===== src/rtl/sargantana_icache_tag_ctrl.sv =====
// -----------------------------------------------------------------------------
// sargantana_icache_tag_ctrl
//
// Front-end for the instruction-cache tag ways. It places lookups, refill tag
// writes and flushes onto the shared tag-way request bus. It then compares the
// registered tags and valid bits returned by the ways and produces the
// hit / way / multihit / victim response for the miss logic. After reset it
// spends one INIT cycle clearing every way's valid vector.
//
// Ports
//   clk_i, rstn_i             clock, asynchronous active-low reset
//   lookup_valid_i/ready_o    lookup handshake (idx, tag)
//   lookup_idx_i, lookup_tag_i
//   resp_valid_o              one-cycle pulse, two cycles after lookup accept
//   resp_hit_o, resp_way_o    any-way hit, one-hot lowest hitting way
//   resp_multihit_o           more than one way hit
//   resp_victim_o             one-hot replacement way on miss, 0 on hit
//   refill_valid_i/ready_o    refill tag write handshake (way, idx, tag)
//   refill_way_i, refill_idx_i, refill_tag_i
//   flush_i                   invalidate all ways
//   tag_req_o .. tag_data_o   request bus to the tag ways
//   tag_data_i, tag_vbit_i    per-way registered read tag / valid bit
//
// Configuration macro
//   SARGANTANA_ICACHE_RANDOM_REPL_EN  defined: the replacement pointer comes
//                                     from a 16-bit LFSR. Undefined: it is a
//                                     round-robin counter that advances on
//                                     each accepted refill.
// -----------------------------------------------------------------------------
module sargantana_icache_tag_ctrl #(
    parameter int unsigned NUM_WAYS       = 4,
    parameter int unsigned TAG_DEPTH      = 64,
    parameter int unsigned TAG_ADDR_WIDHT = $clog2(TAG_DEPTH),
    parameter int unsigned TAG_WIDHT      = 20
) (
    input  logic                          clk_i,
    input  logic                          rstn_i,
    input  logic                          lookup_valid_i,
    output logic                          lookup_ready_o,
    input  logic [TAG_ADDR_WIDHT-1:0]     lookup_idx_i,
    input  logic [TAG_WIDHT-1:0]          lookup_tag_i,
    output logic                          resp_valid_o,
    output logic                          resp_hit_o,
    output logic [NUM_WAYS-1:0]           resp_way_o,
    output logic                          resp_multihit_o,
    output logic [NUM_WAYS-1:0]           resp_victim_o,
    input  logic                          refill_valid_i,
    output logic                          refill_ready_o,
    input  logic [NUM_WAYS-1:0]           refill_way_i,
    input  logic [TAG_ADDR_WIDHT-1:0]     refill_idx_i,
    input  logic [TAG_WIDHT-1:0]          refill_tag_i,
    input  logic                          flush_i,
    output logic [NUM_WAYS-1:0]           tag_req_o,
    output logic                          tag_we_o,
    output logic                          tag_vbit_o,
    output logic                          tag_flush_o,
    output logic [TAG_ADDR_WIDHT-1:0]     tag_addr_o,
    output logic [TAG_WIDHT-1:0]          tag_data_o,
    input  logic [NUM_WAYS*TAG_WIDHT-1:0] tag_data_i,
    input  logic [NUM_WAYS-1:0]           tag_vbit_i
);

    localparam int unsigned WAY_IDX_W = $clog2(NUM_WAYS);

    typedef enum logic {ST_INIT, ST_RUN} state_e;

    state_e                 state_q, state_d;
    logic                   s2_valid_q, s2_valid_d;
    logic [TAG_WIDHT-1:0]   s2_tag_q, s2_tag_d;
    logic                   resp_valid_q, resp_valid_d;
    logic                   resp_hit_q, resp_hit_d;
    logic [NUM_WAYS-1:0]    resp_way_q, resp_way_d;
    logic                   resp_multihit_q, resp_multihit_d;
    logic [NUM_WAYS-1:0]    resp_victim_q, resp_victim_d;

    logic                   lookup_fire;
    logic [NUM_WAYS-1:0]    hit_vec, hit_onehot, invalid_vec, first_invalid;
    logic [NUM_WAYS-1:0]    repl_onehot, victim_vec;
    logic [WAY_IDX_W-1:0]   repl_ptr;

    // ---------------- control FSM and tag-bus drive ----------------
    // NOTE: every output of a combinational block gets a default first, so no
    // path through the case/if tree can leave a latch behind.
    always_comb begin
        state_d        = state_q;
        lookup_ready_o = 1'b0;
        refill_ready_o = 1'b0;
        tag_req_o      = '0;
        tag_we_o       = 1'b0;
        tag_vbit_o     = 1'b0;
        tag_flush_o    = 1'b0;
        tag_addr_o     = '0;
        tag_data_o     = '0;
        unique case (state_q)
            ST_INIT: begin
                tag_flush_o = 1'b1;
                state_d     = ST_RUN;
            end
            ST_RUN: begin
                if (flush_i) begin
                    tag_flush_o = 1'b1;
                end else begin
                    refill_ready_o = 1'b1;
                    if (refill_valid_i) begin
                        tag_req_o  = refill_way_i;
                        tag_we_o   = 1'b1;
                        tag_vbit_o = 1'b1;
                        tag_addr_o = refill_idx_i;
                        tag_data_o = refill_tag_i;
                    end else begin
                        lookup_ready_o = 1'b1;
                        if (lookup_valid_i) begin
                            tag_req_o  = '1;
                            tag_addr_o = lookup_idx_i;
                        end
                    end
                end
            end
            default: state_d = ST_INIT;
        endcase
    end

    assign lookup_fire = lookup_valid_i && lookup_ready_o;

    // Stage 2 holds the tag while the ways return their registered read data.
    always_comb begin
        s2_valid_d = lookup_fire;
        s2_tag_d   = lookup_fire ? lookup_tag_i : s2_tag_q;
    end

    // ---------------- stage-2 compare ----------------
    always_comb begin
        hit_vec = '0;
        for (int w = 0; w < NUM_WAYS; w++) begin
            hit_vec[w] = tag_vbit_i[w] &&
                         (tag_data_i[w*TAG_WIDHT +: TAG_WIDHT] == s2_tag_q);
        end
    end

    // x & -x isolates the lowest set bit.
    assign hit_onehot    = hit_vec & (-hit_vec);
    assign invalid_vec   = ~tag_vbit_i;
    assign first_invalid = invalid_vec & (-invalid_vec);
    assign repl_onehot   = NUM_WAYS'(1) << repl_ptr;
    assign victim_vec    = (|hit_vec)     ? '0 :
                           (|invalid_vec) ? first_invalid : repl_onehot;

    // A flush in the compare cycle squashes the response. Response fields are
    // forced to zero whenever no response is being emitted.
    always_comb begin
        resp_valid_d    = s2_valid_q && !flush_i;
        resp_hit_d      = resp_valid_d && (|hit_vec);
        resp_way_d      = resp_valid_d ? hit_onehot : '0;
        // Clearing the lowest set bit leaves something only if >1 bit was set.
        resp_multihit_d = resp_valid_d && (|(hit_vec & (hit_vec - NUM_WAYS'(1))));
        resp_victim_d   = resp_valid_d ? victim_vec : '0;
    end

    // ---------------- replacement pointer ----------------
`ifdef SARGANTANA_ICACHE_RANDOM_REPL_EN
    logic [15:0] lfsr_q, lfsr_d;
    logic        lfsr_fb;

    // Fibonacci LFSR, taps 16,14,13,11.
    assign lfsr_fb  = lfsr_q[15] ^ lfsr_q[13] ^ lfsr_q[12] ^ lfsr_q[10];
    assign lfsr_d   = (state_q == ST_RUN) ? {lfsr_q[14:0], lfsr_fb} : lfsr_q;
    assign repl_ptr = lfsr_q[WAY_IDX_W-1:0];

    always_ff @(posedge clk_i or negedge rstn_i) begin
        if (!rstn_i) lfsr_q <= 16'hACE1;
        else         lfsr_q <= lfsr_d;
    end
`else
    logic [WAY_IDX_W-1:0] rr_q, rr_d;
    logic                 refill_fire;

    // NUM_WAYS is a power of two, so the natural wrap gives mod NUM_WAYS.
    assign refill_fire = refill_valid_i && refill_ready_o;
    assign rr_d        = refill_fire ? rr_q + WAY_IDX_W'(1) : rr_q;
    assign repl_ptr    = rr_q;

    always_ff @(posedge clk_i or negedge rstn_i) begin
        if (!rstn_i) rr_q <= '0;
        else         rr_q <= rr_d;
    end
`endif

    // ---------------- state registers ----------------
    // NOTE: sequential state uses non-blocking assignments only, so every
    // register samples the pre-edge value of every other register.
    always_ff @(posedge clk_i or negedge rstn_i) begin
        if (!rstn_i) begin
            state_q         <= ST_INIT;
            s2_valid_q      <= 1'b0;
            s2_tag_q        <= '0;
            resp_valid_q    <= 1'b0;
            resp_hit_q      <= 1'b0;
            resp_way_q      <= '0;
            resp_multihit_q <= 1'b0;
            resp_victim_q   <= '0;
        end else begin
            state_q         <= state_d;
            s2_valid_q      <= s2_valid_d;
            s2_tag_q        <= s2_tag_d;
            resp_valid_q    <= resp_valid_d;
            resp_hit_q      <= resp_hit_d;
            resp_way_q      <= resp_way_d;
            resp_multihit_q <= resp_multihit_d;
            resp_victim_q   <= resp_victim_d;
        end
    end

    assign resp_valid_o    = resp_valid_q;
    assign resp_hit_o      = resp_hit_q;
    assign resp_way_o      = resp_way_q;
    assign resp_multihit_o = resp_multihit_q;
    assign resp_victim_o   = resp_victim_q;

endmodule


===== config.mk =====
export PLATFORM = sky130hd
export DESIGN_NAME = sargantana_icache_tag_ctrl
export DESIGN_NICKNAME = d
export VERILOG_FILES = /design/src/rtl/sargantana_icache_tag_ctrl.sv
export SDC_FILE = /design/constraint.sdc
export NUM_CORES = 1
export LEC_CHECK = 0
export ABC_AREA = 1
export CORE_ASPECT_RATIO = 0.7
export CORE_MARGIN = 2
export CORE_UTILIZATION = 40
export CTS_CLUSTER_DIAMETER = 100
export DETAILED_ROUTE_END_ITERATION = 8
export PLACE_DENSITY = 0.86
export SYNTH_ARGS = -nofsm -noshare
export SYNTH_HDL_FRONTEND = slang
export SYNTH_SLANG_ARGS = --single-unit

===== constraint.sdc =====
create_clock -name clk_i -period 4.7 [get_ports clk_i]
set_clock_uncertainty 0.15 [all_clocks]
set_input_delay 0.47 -clock clk_i [delete_from_list [all_inputs] [get_ports clk_i]]
set_output_delay 0.47 -clock clk_i [all_outputs]
set_load 0.02 [all_outputs]

==> results.md <==
* Outcome: finished, final reports clean
* Vias/cell at 4.79
* Worst Path Class, Setup: primary input to output pin
* DR DRC count at 0
* Final worst slack at 1530 ps
* Inst Count DP at 803
* Post-DP HPWL at 10100 µm
* Rel. slew slack at 62.8%
* PD cells at 225 mW/mm²
* HP Start: repl_ptr[0]$_DFFE_PN0P_
* IO Pins at 191
* Rows at 26
* Fin. max-slew vios at 0
* Startpoint Class: primary input
* Area fraction of the dominant cell type after synthesis at 28.7%
* Routed Antenna Nets at 0
* Final Hold Viols at 0
* Reg-to-reg slack, setup at 2830 ps
* Yosys warns at 0
* CTS Buf Count at 5
* Post-CTS sizing at 0
* Count leader, synth: nand2_1
* Vias in the first global route at 3967
* Core area at 0.00735 mm²
* Clock latency on the worst-skew pair at 300 ps
* Asr flop ratio synth at 100%
* CP cell instances: clkdlybuf4s50_1 > inv_2 > nand2_1 > nor2_1 > nand2_1 > inv_2 > a22o_1 > clkdlybuf4s50_1
* Share of cells above drive strength 1 at 6.87%
* Synth-to-Final Area Change at 67.8%
* Die ar. at 0.00836 mm²
* GRT overflow at 0
* # hold bufs at CTS at 0
* Syn nets at 671
* Setup violators final at 0
* Most frequent cells after synthesis: nand2_1, inv_1, nor2_1, dfrtp_1, o21ai_1
* Max Clock Freq at 0.315 GHz
* Overall Power at 1.15 mW
* Max Cap Viol at 0
* Gp weighted congestion at 0.923
* Main synth FF type: dfrtp_1
* Post-synthesis sequential area ratio at 28.7%
* Synth area leader: dfrtp_1
* Post-CTS Setup Bufs at 0
* Vias after detailed routing at 3884
* Critical Path AT at 2550 ps
* Fin area at 0.00512 mm²
* RSZ-0062 raised after global routing: false
* Hold Crit Depth at 1
* Avg WL per Cell at 15.0 µm
* Post-route insts no fill at 811
* Pre-CTS setup slack at 1510 ps
* CP max stage cell: clkdlybuf4s50_1
* Largest net degree at the start of global routing at 36
* Area contributors post-synth: dfrtp_1, nand2_1, inv_1, nor2_1, o21ai_1
* CTS tree: built
* Worst R2R Path Depth at 7
* VDD IR max at 0.000109 V
* Synth unique cells at 29
* Pleak at 2.57 nW
* Hold crit path type: flip-flop to flip-flop
* Crit end category: output pin
* FF+latch count, synth at 35
* Nets@finish at 861
* PortBufs at 190
* First-pass GRT wire length at 19200 µm
* Min Tclk post-route at 3170 ps
* Die Ht at 77.1 µm
* Overall routing resource usage at 29.6%
* Root buf cell: clkbuf_8
* DRT iter0 DRCs at 250
* Worst Path Required at 4080 ps
* Syn_area_per_cell at 5.85 µm²
* Min Hold Slack at 384 ps
* CP max stage delay at 630 ps
* Post-synth EDFFs at 0
* Gate Count Post-Synth at 522
* Clock Tree Buf Depth at 2
* Post-DP Area at 0.00504 mm²
* Die extent in x at 108 µm
* Setup_tns at 0 ps
* Final worst-path cycle share at 67.6%
* Total wire length at 12100 µm
* Htree depth at 2
* Worst Tran Pin Value at 557 ps
* FF-to-FF Start: state_q$_DFF_PN0_
* Core Util, Final at 69.7%
* Hold Path End: repl_ptr[0]$_DFFE_PN0P_
* Area of the mapped netlist at 0.00305 mm²
* Sink Count at 35
* Reg clk slew, reported paths at 70 ps
* Starting Density at 41.5%
* First drt pass iteration count at 5
* Peak fanout along the critical path at 31
* Initial antenna violation count at 0
* Antenna Cells at 0
* RR Endpoint: s2_tag_q[0]$_DFFE_PN0P_
## cell type report
| class | instances | area, µm² |
|---|---|---|
| Sequential cell | 35 | 876 |
| Fill cell | 644 | 2230 |
| Timing Repair Buffer | 193 | 1920 |
| Multi-Input combinational cell | 377 | 1740 |
| Inverter | 100 | 375 |
| Clock buffer | 5 | 68.8 |
| Clock inverter | 3 | 15.0 |
| Tap cell | 98 | 123 |
## cells by family (layout without fill, tap and decap cells)
kind of cell | Yosys count | after routing | synth area share [%]
compound gates | 55 | 55 | 10.1
xor+xnor | 14 | 14 | 4.01
fa+ha+maj | 4 | 4 | 1.64
buf+inv | 110 | 301 | 14.3
flops | 35 | 35 | 28.7
other cells | 1 | 1 | 0.123
simple gates | 303 | 303 | 41.1
## power breakdown
| group | switching [mW] | internal [mW] | total (mW) | leakage, nW |
|---|---|---|---|---|
| logic | 0.277 | 0.248 | 0.524 | 2.08 |
| clock network | 0.119 | 0.102 | 0.220 | 0.0477 |
| registers | 0.0637 | 0.346 | 0.410 | 0.447 |
## state kept, by name (all words and copies together), names as in the netlist
| signal | count |
|---|---|
| s2_tag_q | 20 |
| resp_way_o | 4 |
| s2_valid_q | 1 |
| state_q | 1 |
| resp_victim_o | 4 |
| resp_multihit_o | 1 |
| resp_hit_o | 1 |
| repl_ptr | 2 |
| resp_valid_o | 1 |
## routing by layer
metal / track usage [%] / part of all wire, % / vias to the layer above
li1: - / - / 1937
met1: 38.3 / 43 / 1710
met2: 49.4 / 46 / 209
met3: 7.48 / 9.8 / 28
met4: 7.31 / 2.0 / 0
met5: 0 / 0 / -
## placed cells by master, fill, tap and decap left out, types with 2 or more instances in the layout
master,count
clkinv_1,2
xor2_1,6
nor2_2,5
a21oi_1,5
o21ai_0,9
ha_1,4
nand3_2,3
clkbuf_8,5
clkdlybuf4s50_1,190
nand3_4,2
o21ai_1,28
inv_1,76
dfrtp_1,35
nor2_1,70
clkinv_2,3
or2_0,2
buf_4,3
nand2_1,204
xnor2_1,8
nor3_1,2
nand3_1,7
nor2_4,4
a22o_1,7
inv_2,22
o22ai_1,6
## critical path, delay by kind of cell
family | cells | cell delay, ps
buffers and inverters | 4 | 1500
AND/OR/NAND/NOR | 3 | 380
AO/OA/AOI/OAI | 1 | 200
## worst max path at each step
stage | from | to | slack, ps | cells after the start
floorplan | flush_i | tag_addr_o[0] | 2380 | 7
global placement | flush_i | tag_addr_o[4] | 1550 | 8
detailed placement | flush_i | tag_addr_o[4] | 1510 | 8
CTS | flush_i | tag_addr_o[4] | 1510 | 8
global route | flush_i | tag_addr_o[4] | 1340 | 8
finish | flush_i | tag_addr_o[4] | 1530 | 8
Power figures use the tool's default switching activity.
